**src/rtl/sq_dist_accum.sv**
```systemverilog
// sq_dist_accum: accumulates squared sign-magnitude differences into a saturated distance
module sq_dist_accum #(
  parameter int XLEN_PIXEL = 8,
  parameter int FRAC_BITS  = 8,
  parameter int N_FEAT     = 16
) (
  input  logic                    clk,
  input  logic                    rst_n,
  input  logic                    in_valid,
  output logic                    in_ready,
  input  logic [2*XLEN_PIXEL-1:0] in_diff,
  output logic                    out_valid,
  input  logic                    out_ready,
  output logic [2*XLEN_PIXEL-1:0] out_dist,
  output logic                    out_sat
);
  localparam int W   = 2*XLEN_PIXEL;
  localparam int M   = W-1;
  localparam int SQW = 2*M-FRAC_BITS;
  localparam int AW  = SQW+$clog2(N_FEAT);
  localparam int CW  = $clog2(N_FEAT)+1;
  typedef enum logic [1:0] {IDLE, ACCUM, DRAIN, DONE} state_t;
  state_t state;
  logic [M-1:0] mag;
  logic [2*M-1:0] prod;
  logic [SQW-1:0] sq, sq_r;
  logic sq_v, accept, acc_sat;
  logic [AW-1:0] acc, acc_nx;
  logic [CW-1:0] cnt;
  assign mag      = in_diff[M-1:0];
  assign prod     = mag * mag;
  assign sq       = SQW'(prod >> FRAC_BITS);
  assign acc_nx   = sq_v ? acc + AW'(sq_r) : acc;
  assign acc_sat  = |acc_nx[AW-1:M];
  assign in_ready = (state == IDLE) || (state == ACCUM);
  assign accept   = in_valid && in_ready;
  // square pipeline, accumulator and handshake FSM; DRAIN folds in the last square
  always_ff @(posedge clk or negedge rst_n) begin
    if (!rst_n) begin
      state     <= IDLE;
      acc       <= '0;
      cnt       <= '0;
      sq_r      <= '0;
      sq_v      <= 1'b0;
      out_valid <= 1'b0;
      out_dist  <= '0;
      out_sat   <= 1'b0;
    end else begin
      sq_v <= accept;
      acc  <= acc_nx;
      if (accept) begin
        sq_r <= sq;
        cnt  <= cnt + 1'b1;
      end
      case (state)
        IDLE:  if (accept) state <= ACCUM;
        ACCUM: if (accept && cnt == CW'(N_FEAT-1)) state <= DRAIN;
        DRAIN: begin
          out_dist  <= {1'b0, acc_sat ? {M{1'b1}} : acc_nx[M-1:0]};
          out_sat   <= acc_sat;
          out_valid <= 1'b1;
          state     <= DONE;
        end
        default: if (out_ready) begin
          out_valid <= 1'b0;
          acc       <= '0;
          cnt       <= '0;
          sq_v      <= 1'b0;
          state     <= IDLE;
        end
      endcase
    end
  end
endmodule

```
**config.mk**
```make
export PLATFORM = sky130hd
export DESIGN_NAME = sq_dist_accum
export DESIGN_NICKNAME = d
export VERILOG_FILES = /design/src/rtl/sq_dist_accum.sv
export SDC_FILE = /design/constraint.sdc
export NUM_CORES = 1
export LEC_CHECK = 0
export BUFFER_PORTS_ARGS = -buffer_cell sky130_fd_sc_hd__buf_2
export CAP_MARGIN = 10
export CORE_MARGIN = 10
export CORE_UTILIZATION = 45
export DETAILED_ROUTE_END_ITERATION = 16
export HOLD_SLACK_MARGIN = 0.02
export PLACE_DENSITY = 0.59
export SLEW_MARGIN = 20
export SYNTH_ARGS = -nofsm -noshare
export SYNTH_HDL_FRONTEND = slang
export SYNTH_SLANG_ARGS = --single-unit
```
**constraint.sdc**
```tcl
create_clock -name clk -period 5.3 [get_ports clk]
set_input_delay 0 -clock clk [delete_from_list [all_inputs] [get_ports clk]]
set_output_delay 0 -clock clk [all_outputs]
set_load 0.02 [all_outputs]
```
==> reports/qor.csv <==
metric,value,unit
outcome,"finished, final reports clean",
ant_nets,0,
wl_met3,845,µm
synth_cell_types,65,
antenna_found_initial,0,
slew_headroom,32.9,%
holdWs,0.148,ns
rrSetupSlack,1.34,ns
async_reset_ff_share,100,%
die_h,170,µm
power_density,703,nW/µm²
grtUsageTotal,15.5,%
final_common_cell,inv_1,
finalClockSkew,0.00524,ns
path_clk_slew,0.06,ns
diodes,0,
grt_pass1_vias,7754,
hpwl,18.1,mm
cts_tree,done,
cts_buffers,9,
gp_congestion,0.845,
min_period,5.24,ns
synth_top_cell_area_share,26.9,%
synth-edff-count,0,
synth_fp_nets,1377,
hold_depth,5,
start_util,46.0,%
cts_buffer_depth,2,
highest_layer,met4,
ys_ff_latch,73,
finalPower,0.00837,W
fp.coreArea,22000,µm²
wl_per_cell,14.2,µm
dr.pass1.iters,4,
critPathArrivalTime,5.46,ns
h-tree-depth,3,
final_nets,1496,
tightest_slew,1.01,ns
hold_path.class,input pin to register,
rr_worst_depth,11,
portBuffers,36,
critPathKind,input pin to register,
dr.first_iter.drc_count,436,
layout_common_cells,"inv_1 (202), fa_1 (128), ha_1 (110)",
cp_max_fo,9,
overflow,0,
grt_start_max_net_pins,74,
layout-drive-gt1-share,18.9,%
yosysWarnings,0,
cp-start-kind,input pin,
max_cap_violations,0,
setup_viol,0,
num_rows,54,
syn_area,10100,µm²
finalHoldViolCount,0,
synthToLayoutAreaGrowth,17.8,%
dr_wl_met2,9.47,mm
finalMaxSlewViolations,0,
die_x,170,µm
vias_per_cell,4.98,
rsz0062_at_grt,true,
final_util,54.3,%
cts_root_buffer,clkbuf_16,
wl_met1,10.9,mm
worstPathRequired,5.52,ns
syn_inst,1103,
synth_area_leaders,"fa_1 (27%), dfrtp_1 (18%), ha_1 (15%)",
ys_seq_area_share,18.1,%
place_area,11300,µm²
post-route-period-util,98.9,%
die_area,28900,µm²
synth.largest_area_cell,fa_1,
cts_sinks,73,
io_pins,39,
totalWireLength,21.4,mm
peakVddDrop,0.498,mV
cp-end-kind,register,
design_area,11900,µm²
syn_avg_cell_area,9.16,µm²
p_leak,6.17,nW
yosys_most_used_dff,dfrtp_1,
clock_latency,0.34,ns
setup-tns-final,0,ns
vias,7502,
max_freq,191,MHz
drc,0,
grt_pass1_wl,37.2,mm
-- logic make-up after synthesis --
kind of cell	Yosys count	synth area share, %
mux	17	1.72
buf+inv	251	9.69
xor+xnor	47	4.07
compound gates	167	11.1
fa+ha+maj	254	41.5
flops	73	18.1
simple gates	293	13.8
other cells	1	0.0371
-- repair_timing --
item                       CTS  global route
gates resized for setup     29            38
setup endpoints to repair    3            10
pin swaps                   10            21
setup buffers                4             3
hold endpoints to repair    75             0
hold buffers                 2             0
-- power by group --
part | internal (W) | leakage, nW | switching, W | total (W)
clock network | 0.000366 | 0.139 | 0.000240 | 0.000606
logic | 0.00346 | 5.17 | 0.00337 | 0.00684
registers | 0.000762 | 0.857 | 0.000165 | 0.000927
-- sequential cells by signal (all words and copies together), names as in the netlist --
name and cells:
acc 26, sq_r 22, out_dist 15, cnt 5, state 2, out_sat 1, out_valid 1, sq_v 1
-- synth_stat cells, types with 2 or more instances --
cell type and n:
nand2_1 109, and4_1 4, inv_1 214, o211ai_2 2, buf_2 2, a22o_1 3
o31ai_1 7, a211oi_1 5, and2_1 39, a22oi_1 2, o21ai_1 3, nor3_1 9
nand4b_1 3, a41o_1 2, xor2_1 16, buf_6 2, or3_1 5, a21oi_2 9
nor2_1 67, o22ai_1 2, nand2b_1 10, buf_1 2, a21oi_1 41, dfrtp_1 73
and3_1 6, mux2i_1 14, o21ai_0 42, mux2_2 3, fa_1 136, a21o_1 14
o21a_1 3, clkbuf_1 29, nand3_1 15, xnor2_1 31, nand4_1 7, and3b_1 2
nor2b_1 12, o211ai_1 4, o2111ai_1 2, o21bai_1 2, a31o_2 4, a31oi_1 5
ha_1 118, o31a_1 2
-- critical path: stages --
cell and delay, ns:
buf_8 0.11, and2_4 0.16, fa_1 0.51, inv_2 0.04, fa_1 0.53, inv_1 0.05
fa_1 0.50, fa_2 0.44, fa_1 0.48, inv_1 0.05, fa_1 0.49, inv_2 0.05
ha_4 0.22, a21oi_4 0.15, o21ai_2 0.08, or3_1 0.34, o31a_1 0.30, a221oi_4 0.32
o211ai_2 0.15, a21oi_2 0.16, xnor2_1 0.07, mux2_2 0.26
-- worst paths after layout --
check                              end   startpoint
max in group asynchronous       acc[4]        rst_n
min in group asynchronous     state[1]        rst_n
setup / recovery              sq_r[20]  in_diff[13]
setup reg to reg           out_dist[2]      sq_r[0]
hold / removal                state[0]     in_valid
hold reg to reg                sq_r[8]      sq_r[8]
-- through the flow --
stage / cells / worst slack, ns
after floorplan: 1103 / -0.201
after detailed placement: 1482 / -0.455
after CTS: 1504 / 0.00345
after global placement: 1482 / -0.371
final: 1507 / 0.0608
after global routing: 1507 / -0.145
-- per-layer routing --
layer	vias up	track usage [%]
met5	-	0
met4	0	3.40
met3	14	1.94
met2	115	24.4
met1	3604	22.2
li1	3769	-
-- area by class of cell --
cell class	instances	area [µm²]
clock inverters	6	67.6
inverters	214	811
clock buffers	10	229
fillers	2055	10000
well taps	280	350
repair buffers	145	1110
multi-input cells	779	7520
flip-flops and latches	73	1830
No activity file was read; power rests on OpenSTA's default activity.
